**src/rtl/nim_pkg.sv**
```systemverilog
// Shared types and defaults for the NIM coincidence trigger.
//   state_e       : trigger FSM states (Idle, Fire, Dead)
//   N_CH_DEF      : default channel count
//   CNT_W_DEF     : default event counter width
//   count_ones()  : population count of a 16-bit vector
package nim_pkg;

  localparam int unsigned N_CH_DEF  = 8;
  localparam int unsigned CNT_W_DEF = 32;

  typedef enum logic [1:0] {
    Idle = 2'd0,
    Fire = 2'd1,
    Dead = 2'd2
  } state_e;

  function automatic logic [4:0] count_ones(input logic [15:0] v);
    logic [4:0] n;
    n = '0;
    for (int i = 0; i < 16; i++) begin
      n = n + {4'd0, v[i]};
    end
    return n;
  endfunction

endpackage

```
**src/rtl/nim_coincidence_if.sv**
```systemverilog
// Bus bundle for nim_coincidence.
//   master : drives trigger levels, configuration, veto/enable/reset_cnt; observes results
//   slave  : the coincidence block itself
interface nim_coincidence_if import nim_pkg::*; #(
  parameter int unsigned N_CH  = N_CH_DEF,
  parameter int unsigned CNT_W = CNT_W_DEF
);
  logic [N_CH-1:0]  trig_in;
  logic [N_CH-1:0]  coinc_mask;
  logic [4:0]       min_mult;
  logic [15:0]      prescale;
  logic [7:0]       out_width;
  logic [15:0]      deadtime;
  logic             veto_in;
  logic             enable;
  logic             reset_cnt;
  logic             trig_out;
  logic             busy;
  logic [CNT_W-1:0] raw_count;
  logic [CNT_W-1:0] accepted_count;
  logic [CNT_W-1:0] vetoed_count;

  modport master (
    output trig_in, coinc_mask, min_mult, prescale, out_width, deadtime,
           veto_in, enable, reset_cnt,
    input  trig_out, busy, raw_count, accepted_count, vetoed_count
  );

  modport slave (
    input  trig_in, coinc_mask, min_mult, prescale, out_width, deadtime,
           veto_in, enable, reset_cnt,
    output trig_out, busy, raw_count, accepted_count, vetoed_count
  );

endinterface

```
**src/rtl/nim_sat_counter.sv**
```systemverilog
// Saturating up-counter with synchronous clear.
//   clk, reset_n : clock, async active-low reset
//   clear        : synchronous clear, wins over inc
//   inc          : count one event; holds at all-ones
//   count        : current value
module nim_sat_counter #(
  parameter int unsigned W = 32
) (
  input  logic         clk,
  input  logic         reset_n,
  input  logic         clear,
  input  logic         inc,
  output logic [W-1:0] count
);

  localparam logic [W-1:0] One = W'(1);

  logic [W-1:0] count_q, count_d;

  always_comb begin
    count_d = count_q;
    if (clear) begin
      count_d = '0;
    end else if (inc && (count_q != '1)) begin
      count_d = count_q + One;
    end
  end

  always_ff @(posedge clk or negedge reset_n) begin
    if (!reset_n) begin
      count_q <= '0;
    end else begin
      count_q <= count_d;
    end
  end

  assign count = count_q;

endmodule

```
**src/rtl/nim_coincidence.sv**
```systemverilog
// Multiplicity coincidence trigger with prescaler, fixed-width output pulse and deadtime.
//   clk, reset_n : clock, async active-low reset
//   bus (slave)  : trig_in/coinc_mask/min_mult select coincidences; prescale, out_width,
//                  deadtime, veto_in, enable, reset_cnt control acceptance; trig_out, busy
//                  and raw/accepted/vetoed counters report.
// Build option: define NIM_COINC_VETO_EN to implement veto_in and vetoed_count; otherwise
// veto_in is ignored and vetoed_count stays 0.
module nim_coincidence import nim_pkg::*; #(
  parameter int unsigned N_CH  = N_CH_DEF,
  parameter int unsigned CNT_W = CNT_W_DEF
) (
  input logic              clk,
  input logic              reset_n,
  nim_coincidence_if.slave bus
);

  // Registered configuration
  logic [N_CH-1:0] mask_q;
  logic [4:0]      min_mult_q;
  logic [15:0]     prescale_q;
  logic [7:0]      out_width_q;
  logic [15:0]     deadtime_q;
  logic            enable_q;

  // Coincidence pipeline: S1 sample -> cond -> candidate
  logic [N_CH-1:0] trig_s1_q;
  logic            s1_valid_q, cond_valid_q, arm_q;
  logic            cond_q, cond_prev_q, cand_q;
  logic [15:0]     hits;
  logic [4:0]      hit_cnt;
  logic            cond;
  logic            veto;

  state_e      state_q, state_d;
  logic [15:0] timer_q, timer_d;
  logic [15:0] presc_q, presc_d;
  logic [15:0] fire_len;
  logic        presc_match, fire_entry, eligible, vetoed_inc;

  assign hits    = 16'(trig_s1_q & mask_q);
  assign hit_cnt = count_ones(hits);
  assign cond    = (min_mult_q != 5'd0) && (hit_cnt >= min_mult_q);

  always_ff @(posedge clk or negedge reset_n) begin
    if (!reset_n) begin
      mask_q       <= '0;
      min_mult_q   <= '0;
      prescale_q   <= '0;
      out_width_q  <= '0;
      deadtime_q   <= '0;
      enable_q     <= 1'b0;
      trig_s1_q    <= '0;
      s1_valid_q   <= 1'b0;
      cond_valid_q <= 1'b0;
      arm_q        <= 1'b0;
      cond_q       <= 1'b0;
      cond_prev_q  <= 1'b0;
      cand_q       <= 1'b0;
    end else begin
      mask_q       <= bus.coinc_mask;
      min_mult_q   <= bus.min_mult;
      prescale_q   <= bus.prescale;
      out_width_q  <= bus.out_width;
      deadtime_q   <= bus.deadtime;
      enable_q     <= bus.enable;
      trig_s1_q    <= bus.trig_in;
      s1_valid_q   <= 1'b1;
      cond_valid_q <= s1_valid_q;
      cond_q       <= cond;
      cond_prev_q  <= cond_q;
      // Arm only after cond is seen low from a real sample, so a level already high
      // when reset is released never counts as a rising edge.
      arm_q        <= arm_q | (cond_valid_q & ~cond_q);
      cand_q       <= cond_q & ~cond_prev_q & arm_q;
    end
  end

`ifdef NIM_COINC_VETO_EN
  // Veto travels alongside the trigger sample so it lines up with cand_q.
  logic veto_s1_q, veto_s2_q, veto_s3_q;
  always_ff @(posedge clk or negedge reset_n) begin
    if (!reset_n) begin
      veto_s1_q <= 1'b0;
      veto_s2_q <= 1'b0;
      veto_s3_q <= 1'b0;
    end else begin
      veto_s1_q <= bus.veto_in;
      veto_s2_q <= veto_s1_q;
      veto_s3_q <= veto_s2_q;
    end
  end
  assign veto = veto_s3_q;
`else
  logic unused_veto;
  assign unused_veto = bus.veto_in;
  assign veto        = 1'b0;
`endif

  assign eligible   = (state_q == Idle) && cand_q && enable_q && !veto;
  assign vetoed_inc = (state_q == Idle) && cand_q && veto;
  assign fire_len   = (out_width_q == 8'd0) ? 16'd1 : {8'd0, out_width_q};

  always_comb begin
    state_d     = state_q;
    timer_d     = timer_q;
    presc_d     = presc_q;
    presc_match = 1'b0;
    fire_entry  = 1'b0;

    // Prescaler at 0 reloads without accepting (unless prescale is 0), then counts
    // down; the candidate that brings it from 1 to 0 is the accepted one.
    if (eligible) begin
      if (presc_q == 16'd0) begin
        presc_d     = prescale_q;
        presc_match = (prescale_q == 16'd0);
      end else begin
        presc_d     = presc_q - 16'd1;
        presc_match = (presc_q == 16'd1);
      end
    end
    if (bus.reset_cnt) begin
      presc_d = '0;
    end

    if (!enable_q) begin
      state_d = Idle;
      timer_d = '0;
    end else begin
      unique case (state_q)
        Idle: begin
          if (eligible && presc_match) begin
            state_d    = Fire;
            timer_d    = fire_len - 16'd1;
            fire_entry = 1'b1;
          end
        end
        Fire: begin
          if (timer_q != 16'd0) begin
            timer_d = timer_q - 16'd1;
          end else if (deadtime_q == 16'd0) begin
            state_d = Idle;
          end else begin
            state_d = Dead;
            timer_d = deadtime_q - 16'd1;
          end
        end
        Dead: begin
          if (timer_q != 16'd0) begin
            timer_d = timer_q - 16'd1;
          end else begin
            state_d = Idle;
          end
        end
        default: begin
          state_d = Idle;
          timer_d = '0;
        end
      endcase
    end
  end

  always_ff @(posedge clk or negedge reset_n) begin
    if (!reset_n) begin
      state_q <= Idle;
      timer_q <= '0;
      presc_q <= '0;
    end else begin
      state_q <= state_d;
      timer_q <= timer_d;
      presc_q <= presc_d;
    end
  end

  assign bus.trig_out = (state_q == Fire);
  assign bus.busy     = (state_q != Idle);

  nim_sat_counter #(.W(CNT_W)) u_raw_cnt (
    .clk     (clk),
    .reset_n (reset_n),
    .clear   (bus.reset_cnt),
    .inc     (cand_q),
    .count   (bus.raw_count)
  );

  nim_sat_counter #(.W(CNT_W)) u_acc_cnt (
    .clk     (clk),
    .reset_n (reset_n),
    .clear   (bus.reset_cnt),
    .inc     (fire_entry),
    .count   (bus.accepted_count)
  );

  nim_sat_counter #(.W(CNT_W)) u_veto_cnt (
    .clk     (clk),
    .reset_n (reset_n),
    .clear   (bus.reset_cnt),
    .inc     (vetoed_inc),
    .count   (bus.vetoed_count)
  );

endmodule

```
**src/flat_wrapper.sv**
```systemverilog
// flat-port wrapper written by rule: the top's interface ports become plain ports
module nim_coincidence_flat import nim_pkg::*;
#(
  parameter int unsigned N_CH  = N_CH_DEF,
  parameter int unsigned CNT_W = CNT_W_DEF
)
  (clk, reset_n, bus_trig_in, bus_coinc_mask, bus_min_mult, bus_prescale, bus_out_width, bus_deadtime, bus_veto_in, bus_enable, bus_reset_cnt, bus_trig_out, bus_busy, bus_raw_count, bus_accepted_count, bus_vetoed_count);
  nim_coincidence_if #(.N_CH(N_CH), .CNT_W(CNT_W)) bus_i ();
  input logic clk;
  input logic reset_n;
  input wire logic [$bits(bus_i.trig_in)-1:0] bus_trig_in;
  input wire logic [$bits(bus_i.coinc_mask)-1:0] bus_coinc_mask;
  input wire logic [$bits(bus_i.min_mult)-1:0] bus_min_mult;
  input wire logic [$bits(bus_i.prescale)-1:0] bus_prescale;
  input wire logic [$bits(bus_i.out_width)-1:0] bus_out_width;
  input wire logic [$bits(bus_i.deadtime)-1:0] bus_deadtime;
  input wire logic [$bits(bus_i.veto_in)-1:0] bus_veto_in;
  input wire logic [$bits(bus_i.enable)-1:0] bus_enable;
  input wire logic [$bits(bus_i.reset_cnt)-1:0] bus_reset_cnt;
  output wire logic [$bits(bus_i.trig_out)-1:0] bus_trig_out;
  output wire logic [$bits(bus_i.busy)-1:0] bus_busy;
  output wire logic [$bits(bus_i.raw_count)-1:0] bus_raw_count;
  output wire logic [$bits(bus_i.accepted_count)-1:0] bus_accepted_count;
  output wire logic [$bits(bus_i.vetoed_count)-1:0] bus_vetoed_count;
  assign bus_i.trig_in = bus_trig_in;
  assign bus_i.coinc_mask = bus_coinc_mask;
  assign bus_i.min_mult = bus_min_mult;
  assign bus_i.prescale = bus_prescale;
  assign bus_i.out_width = bus_out_width;
  assign bus_i.deadtime = bus_deadtime;
  assign bus_i.veto_in = bus_veto_in;
  assign bus_i.enable = bus_enable;
  assign bus_i.reset_cnt = bus_reset_cnt;
  assign bus_trig_out = bus_i.trig_out;
  assign bus_busy = bus_i.busy;
  assign bus_raw_count = bus_i.raw_count;
  assign bus_accepted_count = bus_i.accepted_count;
  assign bus_vetoed_count = bus_i.vetoed_count;
  nim_coincidence #(.N_CH(N_CH), .CNT_W(CNT_W)) u_core (.clk(clk), .reset_n(reset_n), .bus(bus_i));
endmodule
```
**config.mk**
```make
export PLATFORM = sky130hd
export DESIGN_NAME = nim_coincidence_flat
export DESIGN_NICKNAME = d
export VERILOG_FILES = /design/src/rtl/nim_pkg.sv /design/src/rtl/nim_coincidence_if.sv /design/src/rtl/nim_sat_counter.sv /design/src/rtl/nim_coincidence.sv /design/src/flat_wrapper.sv
export SDC_FILE = /design/constraint.sdc
export NUM_CORES = 1
export LEC_CHECK = 0
export ABC_CLOCK_PERIOD_IN_PS = 3900
export CORE_MARGIN = 4
export CORE_UTILIZATION = 45
export CTS_CLUSTER_SIZE = 28
export DETAILED_ROUTE_END_ITERATION = 8
export PLACE_DENSITY = 0.76
export REMOVE_ABC_BUFFERS = 1
export SLEW_MARGIN = 10
export SYNTH_ARGS = -nofsm -noshare
export SYNTH_HDL_FRONTEND = slang
export SYNTH_SLANG_ARGS = --single-unit
```
**constraint.sdc**
```tcl
create_clock -name clk -period 3.9 [get_ports clk]
set_input_delay 0.78 -clock clk [delete_from_list [all_inputs] [get_ports clk]]
set_output_delay 0.78 -clock clk [all_outputs]
set_load 0.05 [all_outputs]
```
* Yosys cells after proc, flatten, opt, wreduce, memory -nomap -nowiden
Cells that the tools add are included.
Storage, ports and cells: bits in registers 166, logic and storage cells 101, input bits 66, output and inout bits 98
Cells by class: muxes and demuxes 25, magnitude comparators 1, reductions and logical operators 19, add/subtract/negate cells 21, bitwise operators 7, equal/unequal tests 10
Operators by type and width (number):
- $mux 16 | 8
- $mux 32 | 4
- $add 32x1->32 const B | 2
- $ne 32x32->1 const B | 2
- $sub 16x1->16 const B | 4
- $logic_not 16->1 | 3
- $pmux 16 s3 | 1
- $add 5x1->5 const B | 8
- $add 5x1->5 | 6
- $eq 16x1->1 const B | 1
- $reduce_bool 16->1 | 1
- $ne 3x3->1 const B | 4
- $mux 2 | 5
- $and 8x8->8 | 1
- $logic_not 8->1 | 1
- $mux 8 | 1
- $reduce_bool 2->1 | 4
- $logic_and 1x1->1 | 6
- $pmux 2 s3 | 1
- $reduce_and 3->1 | 2
- $ge 5x5->1 | 1
- $mux 1 | 5
- $reduce_bool 5->1 | 1
- $ne 4x4->1 const B | 1
- other kinds (7) | 10

* Longest topological paths before layout
Gate-level depths: netlist of run 1.
depth in word-level cells 18, mapped depth 14, mapped depth without buffers 14

* Modules after synthesis
From an unflattened synthesis of run 1, not the netlist that was laid out.
Unflattened totals: cell total of the unflattened synthesis 1081, area, all modules 10542.6 um^2
By module, submodules not included:
- nim_sat_counter | area each 1854.3 um^2, instances 3, seq. area each 800.8 um^2, cells an instance 198
- nim_coincidence | area each 4979.8 um^2, instances 1, seq. area each 2552.4 um^2, cells an instance 487

* Least setup slack after synthesis of run 1
Ideal clock, no wire load.
path type flip-flop to flip-flop, start register u_core.trig_s1_q[0], end register u_core.cond_q, clock period less this slack 3.623 ns, setup time 0.128 ns, slack 0.277 ns, cell stages (with the launch flop) 14, arrival time 3.495 ns, buffers on the path 0, data required time 3.772 ns, cells stage by stage dfrtp_1 and2_1 ha_1 inv_1 fa_1 fa_1 inv_1 fa_1 fa_1 ha_1 a21o_1 a21o_1 a21oi_1 nor3_1
On the way: word-level cells in the longest chain between the ends 18
Ends and longest elaborated chain:
- start: declaration | line nim_coincidence.sv:26 | logic [N_CH-1:0] trig_s1_q;
- start signal: assignment | line nim_coincidence.sv:66 | trig_s1_q <= bus.trig_in;
- $and 8x8->8 | line nim_coincidence.sv:40 | assign hits = 16'(trig_s1_q & mask_q);
- $add 1x1->2 | line nim_pkg.sv:21 | n = n + {4'd0, v[i]};
- $add 5x1->5 (14 in a row) | line nim_pkg.sv:21
- $ge 5x5->1 | line nim_coincidence.sv:42 | assign cond = (min_mult_q != 5'd0) && (hit_cnt >= min_mult_q);
- $logic_and 1x1->1 | line nim_coincidence.sv:42
- named net u_core.cond | line nim_coincidence.sv:31 | logic cond;
- end signal: assignment | line nim_coincidence.sv:69 | cond_q <= cond;
- end: declaration | line nim_coincidence.sv:28 | logic cond_q, cond_prev_q, cand_q;
The timed path passes the listed nets, and every way through them passes these cells. A chain may end at the register's enable or synchronous reset.

* Worst setup path after layout of run 1
Same ends and word-level chain as after synthesis.

==> impl_metrics.json, run 1 <==
{
  "clkTransAtPathRegs_ns": 0.07,
  "critPathRequiredTime_ns": 4.20,
  "drt_iter0_drc": 440,
  "grt_remaining_overflow": 0,
  "vias": 6838,
  "clockBufferDepth": 2,
  "setup_viol": 0,
  "drtAntennaViolNets": 0,
  "syn-mean-instance-area_um2": 9.62,
  "grt.total_usage_pct": 18.7,
  "outcome": "finished clean",
  "wl_mm": 19.6,
  "powerDensity_mw_per_mm2": 390,
  "ys_types": 63,
  "synth-seq-cells": 166,
  "synth_cells": 889,
  "antenna_found_initial": 0,
  "setup_tns_ns": 0,
  "via_per_inst": 5.44,
  "grt_max_degree": 64,
  "final_util_pct": 56.6,
  "grt_pass1_wl_mm": 32.9,
  "synthToLayoutAreaGrowth_pct": 23.7,
  "die_x_um": 146,
  "route.detailed.drc": 0,
  "cts_tree": "yes",
  "cts_buffers": 17,
  "first_pass_iters": 5,
  "arrival_ns": 4.02,
  "drv_cap": 0,
  "postSynth.asyncResetShare_pct": 100,
  "rsz0062_at_grt": "false",
  "cts-hold-fix-buffers": 0,
  "io_pins": 164,
  "antennaDiodeCount": 0,
  "fin_nets": 1098,
  "hold_viol": 0,
  "fmax_mhz": 269,
  "fin_worst_skew_ns": 0.0136,
  "fin_crit_sh_pct": 95.4,
  "critPathKind": "reg -> reg",
  "start_util_pct": 45.7,
  "hpwl_mm": 14.0,
  "worst_pin_slew_ns": 0.986,
  "hold_class": "in -> async",
  "dp_cells": 1226,
  "fin_ws_ns": 0.181,
  "routedWlPerCell_um": 15.6,
  "ir_worst_vdd_mv": 0.260,
  "hold_ws_ns": 0.317,
  "port_buffers": 130,
  "yosysSeqAreaShare_pct": 48.6,
  "first_global_vias": 6547,
  "cts.sinks": 166,
  "r2r_slack_ns": 0.18,
  "synth_edf_count": 0,
  "dp_slack_ns": 0.119,
  "dpl-instance-area_mm2": 0.00997,
  "cp_max_fo": 2,
  "htreeDepth": 4,
  "p_leak_nw": 4.47,
  "design.die.area_mm2": 0.0213,
  "p_total_mw": 4.13,
  "cp-end-kind": "register",
  "die_h_um": 146,
  "gp_congestion": 0.915,
  "fin_crit_ns": 3.72,
  "drive_gt1_share_pct": 6.54,
  "drv_slew": 0,
  "clock_latency_ns": 0.43,
  "fill_cells": 1591,
  "cts_setup_buffers": 0,
  "relSlewSlack_pct": 34.2,
  "cts-root-buf": "clkbuf_16",
  "finalNonFillerCells": 1258,
  "rows": 50,
  "ys_dominant_reg_cell": "dfrtp_1",
  "startpoint_type": "register",
  "syn_area_mm2": 0.00856,
  "yosys_warnings": 0,
  "final_area_mm2": 0.0106,
  "core_mm2": 0.0187
}
[area by class of cell]
type	instances	area, µm²	share of cell area (%)
flip-flops and latches	166	4150	39.2
multi-input cells	654	4010	37.9
repair buffers	143	1410	13.3
clock buffers	17	425	4.02
well taps	234	293	2.77
clock inverters	15	185	1.75
inverters	29	109	1.03
[final timing paths]
kind,from,endpoint,depth (start not counted)
max in group asynchronous,reset_n,u_core.deadtime_q[10],2
worst min register to register,u_core.s1_valid_q,u_core.cond_valid_q,0
worst min-delay path,reset_n,u_core.u_raw_cnt.count[25],1
min in group clk,u_core.s1_valid_q,u_core.cond_valid_q,0
worst max register to register,u_core.trig_s1_q[0],u_core.cond_q,13
worst max-delay path,u_core.trig_s1_q[0],u_core.cond_q,13
[worst max-delay path, cell delays in order, from the launching register on]
cell and delay, ns:
dfrtp_1 0.36, and2_1 0.16, ha_1 0.27, inv_1 0.05, fa_1 0.50, fa_1 0.55, inv_1 0.06, fa_2 0.41
fa_1 0.44, ha_1 0.28, a21o_1 0.15, a21o_1 0.17, a21oi_1 0.13, nor3_1 0.06
[state kept, by name, indices dropped and copies added (netlist names)]
register and count:
u_core.presc_q 16, u_core.min_mult_q 5, u_core.timer_q 16, u_core.state_q 2, u_core.u_acc_cnt.count 32, u_core.deadtime_q 16, u_core.trig_s1_q 8, u_core.cond_valid_q 1
u_core.cand_q 1, u_core.arm_q 1, u_core.prescale_q 16, u_core.out_width_q 8, u_core.cond_prev_q 1, u_core.mask_q 8, u_core.enable_q 1, u_core.u_raw_cnt.count 32
u_core.cond_q 1, u_core.s1_valid_q 1
[metal layers]
metal	track usage (%)	share of wire (%)	up-vias
li1	-	-	3319
met1	24.4	43	3293
met2	31.0	51	192
met3	3.49	4.4	34
met4	7.08	2.3	0
met5	0	0	-
[synth_stat cells, drive strengths merged, types with 12 or more instances]
| master | number | area [µm²] |
|---|---|---|
| a21oi | 35 | 175 |
| and2 | 12 | 75.1 |
| and3 | 17 | 106 |
| buf | 41 | 293 |
| clkbuf | 30 | 114 |
| dfrtp | 166 | 4150 |
| ha | 17 | 213 |
| inv | 29 | 109 |
| nand2 | 52 | 195 |
| nand3 | 46 | 248 |
| nand4 | 34 | 213 |
| nor2 | 103 | 387 |
| nor3 | 29 | 145 |
| nor4 | 24 | 171 |
| o21ai | 50 | 250 |
| or3 | 14 | 92.6 |
| xnor2 | 13 | 114 |
| xor2 | 62 | 543 |
[power by group]
group          internal [mW]  total (mW)  switching, mW
Clock                  0.873        1.68          0.811
Combinational          0.238       0.631          0.393
Sequential              1.77        1.81         0.0422
[repair_timing]
item,4_1_cts,5_1_grt
endpoints found under the setup margin,0,1
hold endpoints to repair,0,0
resized for setup,0,1
[kinds of logic after synthesis]
family                   count (synthesis)  share of synthesized area [%]
flip-flops                             166                           48.6
other                                    2                         0.0878
adder cells (fa/ha/maj)                 21                           3.42
XOR/XNOR                                75                           7.68
AO/OA/AOI/OAI                          138                           9.94
buffers and inverters                  100                           6.02
AND/OR/NAND/NOR                        381                           23.5
multiplexers                             6                          0.746
[cell usage in the layout (no fill, tap or decap), types with 4 or more instances in the layout]
cell type and n:
buf_4 12, nor3_1 29, nor4_1 22, and4_1 10
nand4_1 34, or2_2 5, xnor2_1 13, o21ai_0 50
nor2b_1 6, and3_1 17, a21oi_1 35, xor2_1 62
or4_1 8, or3_1 13, ha_1 17, clkinv_8 6
nand2_1 52, nor3b_1 5, nor2_1 103, inv_8 4
o31ai_1 4, a211oi_1 9, a21o_1 5, clkdlybuf4s50_1 128
conb_1 33, inv_6 4, inv_1 29, clkbuf_16 17
o22ai_1 7, dfrtp_1 166, nand2b_1 5, and2_1 11
o211ai_1 4, nand3_1 44
Note: power is estimated with default switching activity, not from simulation.
==> run 2: changes to the inputs <==
--- a/config.mk
+++ b/config.mk
@@ -5,12 +5,13 @@
 export SDC_FILE = /design/constraint.sdc
 export NUM_CORES = 1
 export LEC_CHECK = 0
-export ABC_CLOCK_PERIOD_IN_PS = 3900
+export CELL_PAD_IN_SITES_DETAIL_PLACEMENT = 1
+export CELL_PAD_IN_SITES_GLOBAL_PLACEMENT = 1
 export CORE_MARGIN = 4
-export CORE_UTILIZATION = 45
+export CORE_UTILIZATION = 40
 export CTS_CLUSTER_SIZE = 28
 export DETAILED_ROUTE_END_ITERATION = 8
-export PLACE_DENSITY = 0.76
+export PLACE_DENSITY = 0.83
 export REMOVE_ABC_BUFFERS = 1
 export SLEW_MARGIN = 10
 export SYNTH_ARGS = -nofsm -noshare
==> constraint.sdc (replaced) <==
create_clock -name clk -period 4.25 [get_ports clk]
set_input_delay 0.85 -clock clk [delete_from_list [all_inputs] [get_ports clk]]
set_output_delay 0.85 -clock clk [all_outputs]
set_load 0.05 [all_outputs]
==> run 2 against run 1 <==
  * Sequential cell count stayed put
  * Sequential power is 8% lower
  * Cell count is 3.0% higher
  * Power is 7.5% lower
  * Clock power is 8% lower
  * Combinational power is 4.6% lower
  * Worst hold slack better by 0.036 ns
  * Worst setup slack better by 0.24 ns
  * Non-clock buffer count is 3 lower
  * Via count is 4.7% higher
  * Routed wire length is 22% higher
  * Critical path type unchanged
  * Critical endpoint unchanged
==> impl_metrics.json, run 2 (synthesis gave the netlist of run 1 again) <==
{
  "outcome": "finished clean",
  "cts-root-buf": "clkbuf_16",
  "rsz0062_at_grt": "false",
  "swShare_pct": 30.6,
  "drive_gt1_share_pct": 6.17,
  "io_pins": 164,
  "htreeDepth": 4,
  "hold_depth": 0,
  "routedWlPerCell_um": 18.5,
  "slowest_delay_ns": 0.55,
  "grt_remaining_overflow": 0,
  "hold_ws_ns": 0.353,
  "critPathSlowestCell": "fa_1",
  "cp_max_fo": 2,
  "synthToLayoutAreaGrowth_pct": 23.8,
  "hpwl_mm": 16.9,
  "cts_tree": "yes",
  "design.die.area_mm2": 0.0238,
  "drv_cap": 0,
  "cts-hold-fix-buffers": 0,
  "start_util_pct": 40.7,
  "cts_resized": 0,
  "relSlewSlack_pct": 32.0,
  "antennaDiodeCount": 0,
  "gp_congestion": 0.849,
  "arrival_ns": 4.14,
  "dp_cells": 1264,
  "wl_mm": 24.0,
  "layout_common_cells": "dfrtp_1 (166), clkdlybuf4s50_1 (128), nor2_1 (103), xor2_1 (62), nand2_1 (52)",
  "clkTransAtPathRegs_ns": 0.08,
  "fmax_mhz": 261,
  "die_h_um": 154,
  "power_frac_seq_pct": 43.8,
  "powerDensity_mw_per_mm2": 361,
  "critPathKind": "reg -> reg",
  "p_leak_nw": 4.45,
  "fin_crit_ns": 3.83,
  "combinationalPowerShare_pct": 15.8,
  "drt_iter0_drc": 305,
  "hold_viol": 0,
  "final_util_pct": 50.4,
  "fin_nets": 1095,
  "cts.sinks": 166,
  "grt_pass1_wl_mm": 40.1,
  "grt_max_degree": 81,
  "ff2ff_path_depth": 13,
  "port_buffers": 130,
  "drv_slew": 0,
  "cp-end-kind": "register",
  "cpMostUsedCell": "fa_1",
  "rr_endpoint": "u_core.cond_q",
  "cts_buffers": 17,
  "ir_worst_vdd_mv": 0.264,
  "drtAntennaViolNets": 0,
  "worst_pin_slew_ns": 1.02,
  "first_pass_iters": 4,
  "hold-path-endpoint": "u_core.cond_valid_q",
  "core_mm2": 0.0210,
  "vias": 7159,
  "hold_class": "reg -> reg",
  "p_int_mw": 2.65,
  "path_cells": "and2_1, ha_1, inv_1, fa_1, fa_1, inv_1, fa_1, fa_1, ha_1, a21o_1, a21o_1, a21oi_1, nor3_1",
  "mostFrequentLayoutCell": "dfrtp_1",
  "clock_latency_ns": 0.44,
  "critPathRequiredTime_ns": 4.57,
  "fin_ws_ns": 0.423,
  "cts_setup_buffers": 0,
  "dp_slack_ns": 0.498,
  "grt.total_usage_pct": 20.6,
  "fin_crit_sh_pct": 90.1,
  "route.detailed.drc": 0,
  "min-delay-start": "u_core.s1_valid_q",
  "setup_viol": 0,
  "die_x_um": 154,
  "finalNonFillerCells": 1296,
  "reg2reg_from": "u_core.trig_s1_q[0]",
  "antenna_found_initial": 0,
  "fin_worst_skew_ns": 0.0158,
  "switchingPower_mw": 1.17,
  "first_global_vias": 7660,
  "clock_power_share_pct": 40.4,
  "rows": 53,
  "r2r_slack_ns": 0.42,
  "startpoint_type": "register",
  "via_per_inst": 5.52,
  "clockBufferDepth": 2
}
[run 2: cell count changes in the layout (fill, tap and decap cells not counted), sizes merged]
cell and change:
clkinv -4, buf -3, inv +2, clkbuf +1
clkinvlp +1
[run 2: worst max path at each step]
stage                        startpoint                    endpoint  depth (start not counted)
finish              u_core.trig_s1_q[0]               u_core.cond_q                         13
global route        u_core.trig_s1_q[1]               u_core.cond_q                         13
CTS                 u_core.trig_s1_q[0]               u_core.cond_q                         13
detailed placement  u_core.trig_s1_q[0]               u_core.cond_q                         13
global placement    u_core.trig_s1_q[1]               u_core.cond_q                         13
floorplan             u_core.state_q[0]  u_core.u_acc_cnt.count[21]                          6
[run 2: area by class of cell]
type / instances / area (µm²)
sequential: 166 / 4150
inverter: 29 / 109
clock buffer: 18 / 439
clock inverter: 14 / 150
timing repair buffer: 140 / 1390
tap: 275 / 344
fill: 2366 / 10400
multi-input combinational: 654 / 4010
[run 2: worst max-delay path, delay by kind of cell, from the launching register on]
kind / cells / cell delay, ns
adders and majority gates: 6 / 2.54
AOI/OAI and AO/OA: 3 / 0.49
DFF: 1 / 0.36
and+or+nand+nor: 2 / 0.21
buffers and inverters: 2 / 0.11
[run 2: power by group through the flow]
stage / combinational (mW) / sequential (mW) / clock (mW)
after floorplan: 0.372 / 1.69 / 0
after global placement: 0.576 / 1.70 / 0
after detailed placement: 0.595 / 1.70 / 0
after CTS: 0.606 / 1.67 / 1.57
after global routing: 0.672 / 1.68 / 1.65
final: 0.602 / 1.67 / 1.54
[run 2: per-stage QoR]
step	setup TNS (ns)	power, mW	cell area (µm²)
after floorplan	-0.448	2.06	8270
after global placement	0	2.28	10000
after detailed placement	0	2.30	10000
after CTS	0	3.85	10600
after global routing	0	4.00	10600
final	0	3.82	10600
[run 2: routing by layer]
layer | up-vias | wire length (µm) | track usage [%] | part of all wire (%)
li1 | 3315 | - | - | -
met1 | 3667 | 10000 | 26.1 | 42
met5 | - | 0 | 0 | 0
met2 | 160 | 12700 | 36.4 | 53
met3 | 17 | 1040 | 4.00 | 4.3
met4 | 0 | 229 | 4.75 | 0.96
==> run 3: changes to the inputs <==
--- a/config.mk
+++ b/config.mk
@@ -5,13 +5,14 @@
 export SDC_FILE = /design/constraint.sdc
 export NUM_CORES = 1
 export LEC_CHECK = 0
+export ABC_AREA = 1
 export CELL_PAD_IN_SITES_DETAIL_PLACEMENT = 1
 export CELL_PAD_IN_SITES_GLOBAL_PLACEMENT = 1
 export CORE_MARGIN = 4
-export CORE_UTILIZATION = 40
+export CORE_UTILIZATION = 39
 export CTS_CLUSTER_SIZE = 28
 export DETAILED_ROUTE_END_ITERATION = 8
-export PLACE_DENSITY = 0.83
+export PLACE_DENSITY = 0.84
 export REMOVE_ABC_BUFFERS = 1
 export SLEW_MARGIN = 10
 export SYNTH_ARGS = -nofsm -noshare
==> run 3 against run 2 <==
  * Clock skew rose by 0.0052 ns
  * Sequential cell count did not move
  * Worst setup slack got worse by 0.0093 ns
  * Critical endpoint unchanged
==> impl_metrics.json, run 3 <==
{
  "outcome": "finished clean",
  "grt_pass1_wl_mm": 55.0,
  "cts_tree": "yes",
  "switchingPower_mw": 2.14,
  "arrival_ns": 4.17,
  "hold_class": "reg -> reg",
  "fin_crit_sh_pct": 90.3,
  "fmax_mhz": 261,
  "fill_cells": 3261,
  "path_cells": "nand2_1, inv_1, ha_1, inv_1, fa_1, fa_1, inv_1, fa_1, fa_1, ha_1, a21boi_0, o21a_1, o21ai_0, a211oi_1",
  "layout_common_cells": "nand2_1 (422), nor2_1 (207), dfrtp_1 (166), inv_1 (147), nand3_1 (137)",
  "rows": 58,
  "worst_pin_slew_ns": 1.16,
  "clkTransAtPathRegs_ns": 0.08,
  "syn_area_mm2": 0.0101,
  "multi_input_area_mm2": 0.00511,
  "synthAdderAreaFrac_pct": 2.89,
  "slowest_delay_ns": 0.54,
  "hold-path-endpoint": "u_core.cond_valid_q",
  "combinationalPowerShare_pct": 33.8,
  "cts_resized": 0,
  "min-delay-start": "u_core.s1_valid_q",
  "syn-mean-instance-area_um2": 7.12,
  "core_mm2": 0.0254,
  "mostFrequentLayoutCell": "nand2_1",
  "ys_types": 46,
  "cp-end-kind": "register",
  "hpwl_mm": 24.7,
  "port_buffers": 130,
  "first_pass_iters": 5,
  "synth_edf_count": 0,
  "clockBufferDepth": 2,
  "p_total_mw": 5.26,
  "critPathRequiredTime_ns": 4.58,
  "htreeDepth": 4,
  "relSlewSlack_pct": 22.7,
  "clock_power_share_pct": 31.6,
  "power_frac_seq_pct": 34.6,
  "drv_cap": 0,
  "hold_viol": 0,
  "p_int_mw": 3.12,
  "synth_top_family_by_area": "simple AND/OR/NAND/NOR gates",
  "synth-seq-cells": 166,
  "netlist_top_cells_count": "nand2_1 (422), nor2_1 (207), dfrtp_1 (166)",
  "r2r_slack_ns": 0.41,
  "yosys_warnings": 0,
  "synth_xor_xnor_area_share_pct": 2.51,
  "cts_setup_buffers": 0,
  "die_x_um": 169,
  "critPathSlowestCell": "fa_1",
  "fin_nets": 1638,
  "fin_crit_ns": 3.84,
  "cts-root-buf": "clkbuf_16",
  "cpMostUsedCell": "fa_1",
  "synthMuxAreaShare_pct": 0,
  "wl_mm": 33.6,
  "ff2ff_path_depth": 14,
  "p_leak_nw": 5.63,
  "via_per_inst": 5.24,
  "startpoint_type": "register",
  "route.detailed.drc": 0,
  "clock_latency_ns": 0.44,
  "antenna_found_initial": 0,
  "grt_remaining_overflow": 0,
  "postSynth.asyncResetShare_pct": 100,
  "setup_viol": 0,
  "cp_max_fo": 2,
  "swShare_pct": 40.6,
  "grt.total_usage_pct": 23.8,
  "synth-compound-area-share_pct": 6.80,
  "synth.largest_area_cell": "dfrtp_1",
  "start_util_pct": 39.9,
  "final_util_pct": 48.1,
  "rr_endpoint": "u_core.cond_q",
  "synth-simple-area-share_pct": 37.0,
  "ir_worst_vdd_mv": 0.335,
  "first_global_vias": 10614,
  "synth_top_area_share_pct": 41.0,
  "vias": 9934,
  "routedWlPerCell_um": 17.7,
  "synthToLayoutAreaGrowth_pct": 20.7,
  "fin_worst_skew_ns": 0.0210,
  "powerDensity_mw_per_mm2": 430,
  "antennaDiodeCount": 0,
  "drv_slew": 0,
  "cts_buffers": 17,
  "cts-hold-fix-buffers": 0,
  "gp_congestion": 0.889,
  "design.die.area_mm2": 0.0286,
  "yosysSeqAreaShare_pct": 41.0,
  "ys_dominant_reg_cell": "dfrtp_1",
  "cts.sinks": 166,
  "die_h_um": 169,
  "drive_gt1_share_pct": 5.69,
  "setup_tns_ns": 0,
  "drt_iter0_drc": 591,
  "yosysMostFrequentCell": "nand2_1",
  "synth.area.top_cells": "dfrtp_1 (41%), nand2_1 (16%), nor2_1 (7.7%)",
  "critPathKind": "reg -> reg",
  "rsz0062_at_grt": "false",
  "drtAntennaViolNets": 0,
  "grt_max_degree": 87,
  "hold_depth": 0,
  "reg2reg_from": "u_core.trig_s1_q[0]",
  "synth_cells": 1422,
  "io_pins": 164,
  "seqCellArea_mm2": 0.00415
}
-- run 3: cell count changes in the layout (fill, tap and decap cells not counted), moves of 13 or more --
cell and change:
and3_1 -17, nor4_1 -21, nand3_1 +93, o21ai_2 +14
inv_1 +118, nand2_1 +370, xor2_1 -41, or3_1 -13
a21oi_1 -24, nor2_1 +104
-- run 3: final cells by class --
type	instances	area share, %
multi-input cells	1073	41.8
flip-flops and latches	166	34.0
repair buffers	136	11.0
inverters	157	4.86
clock buffers	17	3.48
well taps	330	3.38
clock inverters	15	1.49
-- run 3: worst max-delay path by stage --
stage                         from            end  slack (ns)  cells past startpoint
6_report       u_core.trig_s1_q[0]  u_core.cond_q        0.41                     14
2_1_floorplan  u_core.trig_s1_q[0]  u_core.cond_q        0.69                     14
3_3_place_gp   u_core.trig_s1_q[0]  u_core.cond_q        0.59                     14
4_1_cts        u_core.trig_s1_q[0]  u_core.cond_q        0.38                     14
5_1_grt        u_core.trig_s1_q[0]  u_core.cond_q        0.18                     14
3_5_place_dp   u_core.trig_s1_q[0]  u_core.cond_q        0.36                     14
-- run 3: routing by layer --
layer | GRT usage, % | share of wire [%]
met2 | 41.5 | 51
met1 | 30.9 | 44
met4 | 5.11 | 1.0
met5 | 0 | 0
met3 | 4.50 | 4.1
-- run 3: power groups by stage --
| stage | Sequential (mW) | Clock (mW) | Combinational (mW) |
|---|---|---|---|
| after floorplan | 1.81 | 0 | 1.22 |
| after global placement | 1.84 | 0 | 1.69 |
| after detailed placement | 1.84 | 0 | 1.75 |
| after CTS | 1.82 | 1.68 | 1.77 |
| after global routing | 1.83 | 1.76 | 2.00 |
| final | 1.82 | 1.66 | 1.78 |
-- run 3: cells by family after synthesis --
kind of cell	count (synthesis)
buffers and inverters	214
adder cells (fa/ha/maj)	21
XOR/XNOR	29
other	2
AO/OA/AOI/OAI	115
flip-flops	166
AND/OR/NAND/NOR	875
-- run 3: per-stage QoR --
| stage | instances | hold WS, ns | instance area (µm²) | setup WS (ns) |
|---|---|---|---|---|
| floorplan | 1396 | 0.331 | 9860 | 0.691 |
| global route | 1894 | 0.362 | 12200 | 0.178 |
| finish | 1894 | 0.345 | 12200 | 0.413 |
| CTS | 1894 | 0.348 | 12200 | 0.378 |
| global placement | 1862 | 0.335 | 11600 | 0.591 |
| detailed placement | 1862 | 0.346 | 11600 | 0.360 |
-- run 3: worst max-delay path, delay by kind of cell (launching register included) --
family / cells / cell delay [ns]
simple gates: 1 / 0.09
compound gates: 4 / 0.59
fa+ha+maj: 6 / 2.51
buf+inv: 3 / 0.16
flops: 1 / 0.38
